--- src/rtl/stepper_move_ctrl_pkg.sv ---
// -----------------------------------------------------------------------------
// stepper_move_ctrl_pkg
// Shared definitions for the stepper move sequencer:
//   - state_e      : controller states (IDLE / RUN / HOLD)
//   - PHASE_TABLE  : coil pattern per phase index, packed {A1,B1,A2,B2}
//   - DEF_MIN_PERIOD : default floor for the programmed step period
// No ports (package).
// -----------------------------------------------------------------------------
package stepper_move_ctrl_pkg;

   typedef enum logic [1:0] {
      ST_IDLE = 2'd0,
      ST_RUN  = 2'd1,
      ST_HOLD = 2'd2
   } state_e;

   localparam int DEF_MIN_PERIOD = 2;

   // Index 7 is the leftmost entry; each entry is {A1,B1,A2,B2}.
   localparam logic [7:0][3:0] PHASE_TABLE = {
      4'b1001,  // 7: B2+A1
      4'b0001,  // 6: B2
      4'b0011,  // 5: A2+B2
      4'b0010,  // 4: A2
      4'b0110,  // 3: B1+A2
      4'b0100,  // 2: B1
      4'b1100,  // 1: A1+B1
      4'b1000   // 0: A1
   };

   function automatic logic [3:0] phase_coils(input logic [2:0] idx);
      return PHASE_TABLE[idx];
   endfunction

endpackage

--- src/rtl/stepper_move_ctrl_step_timer.sv ---
// -----------------------------------------------------------------------------
// stepper_move_ctrl_step_timer
// Loadable down-counter producing a one-cycle tick every P enabled cycles.
// Ports:
//   clk_i     : clock
//   rst_i     : asynchronous active-high reset
//   load_i    : load period_i as the new period and restart the count
//   period_i  : period in cycles (caller guarantees >= 1)
//   en_i      : count enable
//   tick_o    : high on the enabled cycle that completes a period
// -----------------------------------------------------------------------------
module stepper_move_ctrl_step_timer #(
   parameter int PERIOD_W = 16
) (
   input  logic                clk_i,
   input  logic                rst_i,
   input  logic                load_i,
   input  logic [PERIOD_W-1:0] period_i,
   input  logic                en_i,
   output logic                tick_o
);

   logic [PERIOD_W-1:0] cnt_q, cnt_d;
   logic [PERIOD_W-1:0] period_q;

   // Count of 1 means this cycle is the last of the period.
   assign tick_o = en_i && (cnt_q <= PERIOD_W'(1));

   always_comb begin
      cnt_d = cnt_q;
      if (load_i) begin
         cnt_d = period_i;
      end else if (en_i) begin
         cnt_d = tick_o ? period_q : (cnt_q - PERIOD_W'(1));
      end
   end

   always_ff @(posedge clk_i or posedge rst_i) begin
      if (rst_i) begin
         cnt_q <= '0;
      end else begin
         cnt_q <= cnt_d;
      end
   end

   always_ff @(posedge clk_i) begin
      if (load_i) begin
         period_q <= period_i;
      end
   end

endmodule

--- src/rtl/stepper_move_ctrl.sv ---
// -----------------------------------------------------------------------------
// stepper_move_ctrl
// Command-driven move sequencer for a unipolar stepper driver.
// Ports:
//   CLK, RST          : clock, asynchronous active-high reset
//   CMD_VALID/READY   : command handshake (taken when both high at a clock edge)
//   CMD_DIR           : 1 = forward (phase index increments)
//   CMD_HALF          : 1 = half-step (+/-1), 0 = full-step (+/-2)
//   CMD_STEPS         : number of steps (0 = no motion, DONE pulse only)
//   CMD_PERIOD        : cycles per step, clamped up to MIN_PERIOD
//   ABORT             : stop the current move (ignored outside RUN)
//   BUSY              : high while a move is running
//   DONE              : one-cycle pulse at end/abort/zero-step command
//   POS               : signed absolute position in half-steps
//   PHASE             : current phase index 0..7
//   A1, B1, A2, B2    : coil drives
// -----------------------------------------------------------------------------
module stepper_move_ctrl
   import stepper_move_ctrl_pkg::*;
#(
   parameter int STEPS_W     = 16,
   parameter int PERIOD_W    = 16,
   parameter int POS_W       = 24,
   parameter int MIN_PERIOD  = DEF_MIN_PERIOD,
   parameter int HOLD_CYCLES = 1000000
) (
   input  logic                    CLK,
   input  logic                    RST,
   input  logic                    CMD_VALID,
   output logic                    CMD_READY,
   input  logic                    CMD_DIR,
   input  logic                    CMD_HALF,
   input  logic [STEPS_W-1:0]      CMD_STEPS,
   input  logic [PERIOD_W-1:0]     CMD_PERIOD,
   input  logic                    ABORT,
   output logic                    BUSY,
   output logic                    DONE,
   output logic signed [POS_W-1:0] POS,
   output logic [2:0]              PHASE,
   output logic                    A1,
   output logic                    B1,
   output logic                    A2,
   output logic                    B2
);

   localparam int HOLD_W = (HOLD_CYCLES > 1) ? $clog2(HOLD_CYCLES) : 1;
   // Dwell counter counts down to 0, so HOLD_CYCLES cycles span load..0.
   localparam logic [HOLD_W-1:0]   HOLD_LOAD = HOLD_W'((HOLD_CYCLES > 0) ? (HOLD_CYCLES - 1) : 0);
   localparam logic [PERIOD_W-1:0] MIN_P     = PERIOD_W'(MIN_PERIOD);

   state_e                  state_q, state_d;
   logic [2:0]              phase_q, phase_d;
   logic signed [POS_W-1:0] pos_q, pos_d;
   logic signed [POS_W-1:0] step_pos;
   logic [STEPS_W-1:0]      steps_q, steps_d;
   logic                    dir_q, dir_d;
   logic                    half_q, half_d;
   logic [HOLD_W-1:0]       hold_q, hold_d;
   logic                    done_q, done_d;
   logic [3:0]              coils_q;
   logic                    busy_q, ready_q;
   logic                    accept, finish, tick, timer_load;
   logic [PERIOD_W-1:0]     period_clamped;

   assign accept         = CMD_VALID && ready_q;
   assign period_clamped = (CMD_PERIOD < MIN_P) ? MIN_P : CMD_PERIOD;

   stepper_move_ctrl_step_timer #(
      .PERIOD_W (PERIOD_W)
   ) u_step_timer (
      .clk_i    (CLK),
      .rst_i    (RST),
      .load_i   (timer_load),
      .period_i (period_clamped),
      .en_i     (state_q == ST_RUN),
      .tick_o   (tick)
   );

   // Signed per-step displacement; its low 3 bits are the phase delta mod 8.
   always_comb begin
      case ({dir_q, half_q})
         2'b11:   step_pos = POS_W'(1);
         2'b10:   step_pos = POS_W'(2);
         2'b01:   step_pos = POS_W'(-1);
         default: step_pos = POS_W'(-2);
      endcase
   end

   always_comb begin
      state_d    = state_q;
      phase_d    = phase_q;
      pos_d      = pos_q;
      steps_d    = steps_q;
      dir_d      = dir_q;
      half_d     = half_q;
      hold_d     = hold_q;
      done_d     = 1'b0;
      timer_load = 1'b0;
      finish     = 1'b0;

      case (state_q)
         ST_RUN: begin
            // Abort has priority over a step due in the same cycle.
            if (ABORT) begin
               finish = 1'b1;
            end else if (tick) begin
               phase_d = phase_q + step_pos[2:0];
               pos_d   = pos_q + step_pos;
               steps_d = steps_q - STEPS_W'(1);
               if (steps_q == STEPS_W'(1)) begin
                  finish = 1'b1;
               end
            end
         end
         default: begin
            // IDLE and HOLD both accept commands; HOLD also runs its dwell.
            if (state_q == ST_HOLD) begin
               if (hold_q == '0) begin
                  state_d = ST_IDLE;
               end else begin
                  hold_d = hold_q - HOLD_W'(1);
               end
            end
            if (accept) begin
               if (CMD_STEPS == '0) begin
                  // No motion; the dwell (if any) keeps counting.
                  done_d = 1'b1;
               end else begin
                  state_d    = ST_RUN;
                  dir_d      = CMD_DIR;
                  half_d     = CMD_HALF;
                  steps_d    = CMD_STEPS;
                  timer_load = 1'b1;
               end
            end
         end
      endcase

      if (finish) begin
         done_d = 1'b1;
         if (HOLD_CYCLES == 0) begin
            state_d = ST_IDLE;
         end else begin
            state_d = ST_HOLD;
            hold_d  = HOLD_LOAD;
         end
      end
   end

   // Outputs are registered from next-state so they line up with state_q.
   always_ff @(posedge CLK or posedge RST) begin
      if (RST) begin
         state_q <= ST_IDLE;
         phase_q <= '0;
         pos_q   <= '0;
         hold_q  <= '0;
         done_q  <= 1'b0;
         coils_q <= '0;
         busy_q  <= 1'b0;
         ready_q <= 1'b1;
      end else begin
         state_q <= state_d;
         phase_q <= phase_d;
         pos_q   <= pos_d;
         hold_q  <= hold_d;
         done_q  <= done_d;
         coils_q <= (state_d == ST_IDLE) ? 4'b0000 : phase_coils(phase_d);
         busy_q  <= (state_d == ST_RUN);
         ready_q <= (state_d != ST_RUN);
      end
   end

   // Latched command fields carry no reset; they are only read in RUN.
   always_ff @(posedge CLK) begin
      dir_q   <= dir_d;
      half_q  <= half_d;
      steps_q <= steps_d;
   end

   assign CMD_READY        = ready_q;
   assign BUSY             = busy_q;
   assign DONE             = done_q;
   assign POS              = pos_q;
   assign PHASE            = phase_q;
   assign {A1, B1, A2, B2} = coils_q;

endmodule

--- config.mk ---
export PLATFORM = sky130hd
export DESIGN_NAME = stepper_move_ctrl
export DESIGN_NICKNAME = d
export VERILOG_FILES = /design/src/rtl/stepper_move_ctrl_pkg.sv /design/src/rtl/stepper_move_ctrl_step_timer.sv /design/src/rtl/stepper_move_ctrl.sv
export SDC_FILE = /design/constraint.sdc
export NUM_CORES = 1
export LEC_CHECK = 0
export ABC_CLOCK_PERIOD_IN_PS = 6900
export CAP_MARGIN = 0
export CORE_UTILIZATION = 60
export DETAILED_ROUTE_END_ITERATION = 12
export DONT_BUFFER_PORTS = 1
export GPL_TIMING_DRIVEN = 0
export PLACE_DENSITY = 0.87
export SKIP_CTS_REPAIR_TIMING = 1
export SLEW_MARGIN = 20
export SYNTH_ARGS = -nofsm -noshare
export SYNTH_HDL_FRONTEND = slang
export SYNTH_HIERARCHICAL = 1
export SYNTH_SLANG_ARGS = --single-unit
--- constraint.sdc ---
create_clock -name CLK -period 6.9 [get_ports CLK]
set_input_delay 0.69 -clock CLK [delete_from_list [all_inputs] [get_ports CLK]]
set_output_delay 0.69 -clock CLK [all_outputs]
set_load 0.02 [all_outputs]
### Word-level counts from Yosys, hierarchy flattened

Memories as Yosys holds them, arrays and structs flattened.
Index checks and enable logic that the tools add are counted.

| cells by class | value |
|---|---|
| add/sub/neg operators | 5 |
| magnitude comparators | 3 |
| equality and inequality tests | 13 |
| mux-type cells | 36 |
| bitwise operators | 3 |
| reductions and logical operators | 12 |

Operators with widths:

| operator | count |
|---|---|
| $mux W16 | 9 |
| $mux W20 | 4 |
| $pmux W24 S3 | 1 |
| $sub A16 B1 Y16 const B | 2 |
| $add A24 B24 Y24 | 1 |
| $logic_not A20 Y1 | 1 |
| $sub A20 B1 Y20 const B | 1 |
| $eq A16 B1 Y1 const B | 1 |
| $le A16 B1 Y1 const B | 1 |
| $logic_not A16 Y1 | 1 |
| $lt A16 B2 Y1 const B | 1 |
| $mux W2 | 6 |
| $mux W1 | 11 |
| $mux W3 | 3 |
| $reduce_and A3 Y1 | 3 |
| $mux W4 | 2 |
| $ne A2 B2 Y1 const B | 4 |
| $eq A2 B1 Y1 const B | 3 |
| $eq A2 B2 Y1 const B | 3 |
| $reduce_bool A2 Y1 | 3 |
| $lt A3 B4 Y1 const B | 1 |
| $ne A2 B1 Y1 const B | 2 |
| $reduce_and A4 Y1 | 1 |
| $add A3 B3 Y3 | 1 |
| other kinds (3) | 6 |

| storage, ports and cells | value |
|---|---|
| flip-flop bits (word level) | 106 |
| memory bits (read-only) | 32 |
| input bits | 38 |
| memories | 1 |

Memories:

| name | words | width | rd ports | clocked after memory_dff | write ports | line | source |
|---|---|---|---|---|---|---|---|
| (name not given) | 8 | 4 | 1 | 0 | 0 | stepper_move_ctrl_pkg.sv:32 | `return PHASE_TABLE[idx];` |

### Depth between registers and ports, before layout

Gate-level depths: netlist of run 1.

| logic depth | value |
|---|---|
| depth in word-level cells | 9 |
| depth in mapped cells | 14 |
| gate-level depth less buffers | 11 |

### Modules after synthesis

Netlist of run 1, hierarchy kept.

By module, submodules not included:

| module | instances | cells an instance | area an instance (sq um) | sequential area each (sq um) |
|---|---|---|---|---|
| stepper_move_ctrl | 1 | 532 | 4,800.9 | 1,943.1 |
| stepper_move_ctrl_step_timer | 1 | 178 | 1,811.7 | 880.8 |

### Least setup slack after synthesis of run 1

OpenSTA, ideal clock, no wires.

| timing path | value |
|---|---|
| path type | reg2reg |
| start point | reg state_q[1] |
| end point | reg steps_q[0] (enable) |
| library setup time | 0.334 ns |
| data arrival time | 2.663 ns |
| data required time | 6.566 ns |
| setup slack | 3.904 ns |
| cell stages (with the launch flop) | 11 |
| path buffers | 3 |
| period minus slack after synthesis | 2.996 ns |
| cells stage by stage | dfrtp_1 nand2b_1 clkbuf_1 inv_2 clkbuf_1 nand2b_1 or3_4 buf_6 nor2_1 nor3b_2 or2_2 |

| between the ends | value |
|---|---|
| cells in the longest elaborated chain, start to end | 4 |
| elaborated cells on any way between the ends | 7 |

Ends and longest elaborated chain:

| what | line | source |
|---|---|---|
| start: declaration | stepper_move_ctrl.sv:51 | `state_e state_q, state_d;` |
| start signal: assignment | stepper_move_ctrl.sv:162 | `state_q <= state_d;` |
| $eq A2 B1 Y1 | stepper_move_ctrl.sv:75 | `.en_i (state_q == ST_RUN),` |
| $logic_and A1 B1 Y1 | stepper_move_ctrl_step_timer.sv:27 | `assign tick_o = en_i && (cnt_q <= PERIOD_W'(1));` |
| named net tick | stepper_move_ctrl.sv:62 | `logic accept, finish, tick, timer_load;` |
| $ne A2 B2 Y1 (no source line) | - |  |
| $reduce_and A4 Y1 (no source line) | - |  |
| end signal: assignment | stepper_move_ctrl.sv:177 | `steps_q <= steps_d;` |
| end: declaration | stepper_move_ctrl.sv:55 | `logic [STEPS_W-1:0] steps_q, steps_d;` |

The timed path passes the listed nets, and every way through them passes these cells.
A chain may end at the register's enable or synchronous reset.

### Final worst setup path of run 1

| timing path | value |
|---|---|
| start point | reg state_q[1] |
| end point | reg coils_q[1] |

| between the ends | value |
|---|---|
| cells in the longest elaborated chain, start to end | 8 |
| elaborated cells on any way between the ends | 19 |

Ends and longest elaborated chain:

| what | line | source |
|---|---|---|
| $eq A2 B1 Y1 | stepper_move_ctrl.sv:75 |  |
| $logic_and A1 B1 Y1 | stepper_move_ctrl_step_timer.sv:27 |  |
| named net tick | stepper_move_ctrl.sv:62 |  |
| $mux W3 | stepper_move_ctrl.sv:106 | `end else if (tick) begin` |
| $mux W3 | stepper_move_ctrl.sv:104 | `if (ABORT) begin` |
| $mux W3 | stepper_move_ctrl.sv:101 | `case (state_q)` |
| named net phase_d[2] | stepper_move_ctrl.sv:52 | `logic [2:0] phase_q, phase_d;` |
| $mem_v2 Z8 W4 | - |  |
| $mux W4 (not written as such) | stepper_move_ctrl_pkg.sv:32 |  |
| $mux W4 | stepper_move_ctrl.sv:167 | `coils_q <= (state_d == ST_IDLE) ? 4'b0000 : phase_coils(phase_d);` |
| end signal: assignment | stepper_move_ctrl.sv:167 |  |
| end: declaration | stepper_move_ctrl.sv:60 | `logic [3:0] coils_q;` |

The timed path passes the listed nets, and every way through them passes these cells. The select of a mux whose other input is x is not followed.

==> results.toml, run 1 <==
[critical_path]
reg2reg_depth = 14
path_max_fanout = 10
cp-end-kind = "flop"
crit_arrival_ps = 4240
crit_path_start_kind = "flop"
worstPathRequired_ps = 7170
critPathKind = "reg -> reg"
rrSetupSlack_ps = 2930

[logic_synthesis]
yosysSeqAreaShare_pct = 42.71
avgSynthCellArea_um2 = 9.314
yosys-top-cells-area = "dfrtp_1 (27%), edfxtp_1 (15%), ha_1 (5.7%)"
synthCells = 710
syn-num-nets = 780
syn_area_um2 = 6613
yosysWarnings = 6
synth_edf_count = 34
synth-seq-cells = 106
yosysTopAreaCellShare_pct = 26.87
async_reset_ff_share_pct = 67.92
yosys.area.top_type = "dfrtp_1"
synthFlopType = "dfrtp_1"
ys_types = 75

[run_status]
status = "finished, final reports clean"

[clocking]
clkTransAtPathRegs_ps = 100
tritoncts = "yes"
clock_sinks = 106
htreeDepth = 3
clockRootBuffer = "clkbuf_8"
cts_buffers = 9
insertion_delay_ps = 390
cts_max_path_buffers = 2

[final_layout]
layout_commonest_cell = "nand2_1"
diodes = 0
area_growth_syn_to_layout_pct = 5.393
nNetsFinal = 792
fillCellCount = 822
register_area_um2 = 2824
utilization_pct = 66.32
drive_above_1_share_pct = 6.327
layoutNonFillerInstCount = 863
multi_input_area_um2 = 3523
layout_common_cells = "nand2_1 (75), dfrtp_1 (71), o21ai_0 (52)"

[detailed_routing]
routed_wl_um = 16150
drc = 0
vias = 5677
wire_per_inst_um = 18.71
via_per_inst = 6.578
ant_nets = 0
dr.pass1.iters = 6
drt_iter0_markers = 420

[timing]
setup_viol = 0
hold_viol_final = 0
finalCritPeriodShare_pct = 57.60
worst_pin_slew_ps = 838.7
rsz0062_at_grt = "no"
layout_setup_ws_ps = 2925
max_freq_mhz = 251.6
skew_ps = 9.898
finalCriticalPeriod_ps = 3975
slew_headroom_pct = 44.03
totalNegativeSetupSlack_ps = 0
slew_violations = 0

[hold_path]
min_path_type = "in -> async"

[global_route]
first_global_vias = 5738
grt_pass1_wl_um = 26390
overflow = 0
track_usage_pct = 29.59
grt_max_degree = 57
grt_antenna_before_repair = 0

[power]
cellPowerDensity_nw_per_um2 = 314.7
p_leak_nw = 2.681
peakVddDrop_uv = 214.7

[placement]
gp_congestion = 0.9533
io_buffers = 0
dp.cells = 847
place_hpwl_um = 11820
preCtsSetupSlack_ps = 3004

[die]
dieArea_um2 = 11440
core_area_um2 = 10510
io_pins = 72
dieWidth_um = 107.0
die_h_um = 107.0
initial_core_util_pct = 62.92
fp-row-count = 37

[job]
cap_violations = 0
-- metrics by stage --
step | instance area (um2) | total power [mW] | hold slack, ps
final | 6969 | 2.193 | 271.7
after global routing | 6969 | 2.326 | 336.0
after CTS | 6969 | 2.174 | 298.4
after detailed placement | 6799 | 1.823 | 517.6
after global placement | 6783 | 1.768 | 499.2
after floorplan | 6613 | 1.594 | 472.2
-- worst max-delay path, stage by stage (launching register included) --
cell,delay [ps]
dfrtp_1,460
nand2b_1,170
clkbuf_1,170
inv_2,170
clkbuf_1,380
nand2b_1,210
or3_4,450
buf_6,170
nor2_1,200
nor3b_2,680
nand2_1,140
xor2_1,320
inv_1,150
nand2_1,90
a21oi_1,90
-- routing by layer --
metal / routed length [um] / vias up / track usage, % / share of wire, %
met5: 0 / - / 0 / 0
met4: 439 / 0 / 14.68 / 2.7
met3: 1457 / 44 / 6.201 / 9.0
met2: 7571 / 272 / 47.42 / 47
met1: 6681 / 2733 / 38.12 / 41
li1: - / 2628 / - / -
-- area by class of cell --
class / instances / share of cell area, %
Tap cell: 136 / 2.442
Clock buffer: 10 / 1.831
Clock inverter: 6 / 0.6104
Inverter: 23 / 1.275
Sequential cell: 106 / 40.52
Multi-Input combinational cell: 539 / 50.56
Buffer: 42 / 2.603
Timing Repair Buffer: 1 / 0.1616
-- Yosys cell counts, drive strengths merged, types with 4 or more instances --
master,count
nand2,75
dfrtp,71
o21ai,59
a21oi,47
nor2,43
edfxtp,34
clkbuf,33
ha,30
nor3,26
xnor2,26
inv,23
xor2,23
nand3,20
nor3b,16
nand4,15
nor4,15
o31ai,14
o211ai,12
or3,10
a211oi,9
buf,9
or4,9
a21boi,8
nand2b,7
a31oi,6
nor2b,6
a21o,5
and3,5
a211o,4
or2,4
-- registers in the layout, indices dropped and copies added (netlist names) --
register / cells
coils_q: 4
hold_q: 20
steps_q: 16
BUSY: 1
DONE: 1
half_q: 1
PHASE: 3
state_q: 2
CMD_READY: 1
u_step_timer/period_q: 16
u_step_timer/cnt_q: 16
dir_q: 1
POS: 24
-- where the power goes --
group	switching (mW)	internal, mW
clock network	0.223	0.132
registers	0.151	0.814
logic	0.560	0.314
total	0.934	1.26
-- final timing paths --
kind / start / endpoint
worst max-delay path: state_q[1] / coils_q[1]
max in group asynchronous: RST / u_step_timer/cnt_q[2]
worst min-delay path: RST / POS[5]
min in group CLK: CMD_HALF / half_q
worst min register to register: u_step_timer/period_q[13] / u_step_timer/cnt_q[13]
worst max register to register: state_q[1] / coils_q[1]
-- cells by family after synthesis --
| family | after synthesis | share of synthesized area (%) |
|---|---|---|
| buffers and inverters | 65 | 4.049 |
| xor gates and xnor gates | 49 | 6.490 |
| muxes | 3 | 0.4730 |
| adders and majority gates | 32 | 6.282 |
| DFF | 106 | 42.71 |
| and+or+nand+nor | 266 | 21.89 |
| AOI/OAI and AO/OA | 189 | 18.11 |
No activity file was read; power rests on OpenSTA's default activity.
==> run 2, diff against run 1 <==
--- a/config.mk
+++ b/config.mk
@@ -5,7 +5,7 @@
 export SDC_FILE = /design/constraint.sdc
 export NUM_CORES = 1
 export LEC_CHECK = 0
-export ABC_CLOCK_PERIOD_IN_PS = 6900
+export ABC_CLOCK_PERIOD_IN_PS = 3800
 export CAP_MARGIN = 0
 export CORE_UTILIZATION = 60
 export DETAILED_ROUTE_END_ITERATION = 12
==> constraint.sdc (replaced) <==
create_clock -name CLK -period 3.8 [get_ports CLK]
set_input_delay 0.38 -clock CLK [delete_from_list [all_inputs] [get_ports CLK]]
set_output_delay 0.38 -clock CLK [all_outputs]
set_load 0.02 [all_outputs]
==> results.toml, run 2 (synthesized netlist as in run 1, its figures left out) <==
[power]
cellPowerDensity_nw_per_um2 = 568.3
peakVddDrop_uv = 392.2
p_leak_nw = 2.712

[final_layout]
area_growth_syn_to_layout_pct = 5.998
layoutNonFillerInstCount = 867
layout_common_cells = "nand2_1 (75), dfrtp_1 (71), o21ai_0 (52)"
multi_input_area_um2 = 3531
layout_commonest_cell = "nand2_1"
register_area_um2 = 2824
fillCellCount = 814
utilization_pct = 66.70
largest_reg_flops = 24
nNetsFinal = 796
drive_above_1_share_pct = 7.114
diodes = 0

[clocking]
cts_buffers = 9
clockRootBuffer = "clkbuf_8"
tritoncts = "yes"
cts_max_path_buffers = 2
htreeDepth = 3
insertion_delay_ps = 380
clock_sinks = 106
clkTransAtPathRegs_ps = 100

[timing]
totalNegativeSetupSlack_ps = 0
finalCritPeriodShare_pct = 92.35
skew_ps = 8.579
rsz0062_at_grt = "no"
slew_violations = 0
layout_setup_ws_ps = 290.8
hold_viol_final = 71
max_freq_mhz = 285.0
whs_ps = -39.04
finalCriticalPeriod_ps = 3509
worst_pin_slew_ps = 852.6
setup_viol = 0
slew_headroom_pct = 43.10

[die]
fp-row-count = 37
die_h_um = 107.0
dieWidth_um = 107.0
io_pins = 72
core_area_um2 = 10510
initial_core_util_pct = 62.92
dieArea_um2 = 11440

[placement]
io_buffers = 0
gp_congestion = 0.9533
dp.cells = 847
place_hpwl_um = 11820
preCtsSetupSlack_ps = -96.38

[run_status]
status = "complete, but fails checks"
violations = "hold timing"

[global_route]
track_usage_pct = 29.59
busiest_layer = "met2"
grt_max_degree = 57
use_met2_pct = 47.42
grt_antenna_before_repair = 0
use_met3_pct = 6.201
grt_pass1_wl_um = 26390
met1_usage_pct = 38.12
overflow = 0
first_global_vias = 5738

[critical_path]
rr_startpoint = "state_q[1]"
path_max_fanout = 10
cp-end-kind = "flop"
reg2reg_depth = 14
timing.rr.end = "coils_q[1]"
crit_path_top_delay_cell = "dfrtp_1"
crit_arrival_ps = 3780
cp_slowest_stage_delay_ps = 460
crit_path_start_kind = "flop"
crit_start = "state_q[1]"
rrSetupSlack_ps = 290
path_cells = "nand2b_1 > clkbuf_1 > inv_2 > clkbuf_2 > nand2b_1 > or3_4 > buf_6 > nor2_1 > nor3b_4 > nand2_1 > xor2_1 > inv_1 > nand2_1 > a21oi_1"
worstPathRequired_ps = 4070
critPathKind = "reg -> reg"

[detailed_routing]
via_per_inst = 6.542
drc = 0
wire_per_inst_um = 18.73
dr.pass1.iters = 5
routed_wl_um = 16240
drt_iter0_markers = 461
vias = 5672
ant_nets = 0

[job]
cap_violations = 0

[hold_path]
min_path_type = "in -> async"
## run 2: cell types whose count changed in the layout (fill, tap and decap cells not counted)
cell | previous run | this run
nor3b_2 | 1 | 0
a2111oi_0 | 2 | 1
clkbuf_2 | 0 | 2
nor3b_4 | 0 | 1
buf_4 | 1 | 5
clkbuf_1 | 34 | 32
a2111oi_1 | 0 | 1
## run 2: power by group
part | internal (mW) | switching, mW | leakage [nW]
Clock | 0.240 | 0.401 | 0.0827
Sequential | 1.48 | 0.274 | 1.22
Combinational | 0.572 | 1.02 | 1.41
Total | 2.29 | 1.69 | 2.71
## run 2: worst max-delay path: cells and delay by family, from the launching register on
kind | cells | cell delay, ps
XOR/XNOR | 1 | 300
buffers and inverters | 5 | 960
AND/OR/NAND/NOR | 7 | 1570
AO/OA/AOI/OAI | 1 | 100
flip-flops | 1 | 460
## run 2: layer usage
metal	vias up	part of all wire, %
met5	-	0
met4	0	2.4
met3	42	8.5
met2	256	47
met1	2737	42
li1	2637	-
## run 2: final cells by class
type / instances / share of cell area, %
buffer: 42 / 2.624
clock buffer: 10 / 1.821
clock inverter: 6 / 0.6069
inverter: 23 / 1.267
multi-input combinational: 539 / 50.37
sequential: 106 / 40.29
tap: 136 / 2.428
timing repair buffer: 5 / 0.5891
## run 2: how the worst max path moves through the flow
stage | slack, ps | depth (start not counted) | to
after detailed placement | -100 | 14 | coils_q[1]
after CTS | -120 | 14 | coils_q[1]
after global placement | 20 | 14 | coils_q[1]
after global routing | 120 | 13 | hold_q[18]
after floorplan | 800 | 10 | steps_q[0]
final | 290 | 14 | coils_q[1]
## run 2: metrics by stage
stage	power [mW]	instance area, um2
detailed placement	3.311	6799
global placement	3.211	6783
global route	4.231	7009
CTS	3.948	6969
finish	3.983	7009
floorplan	2.894	6613
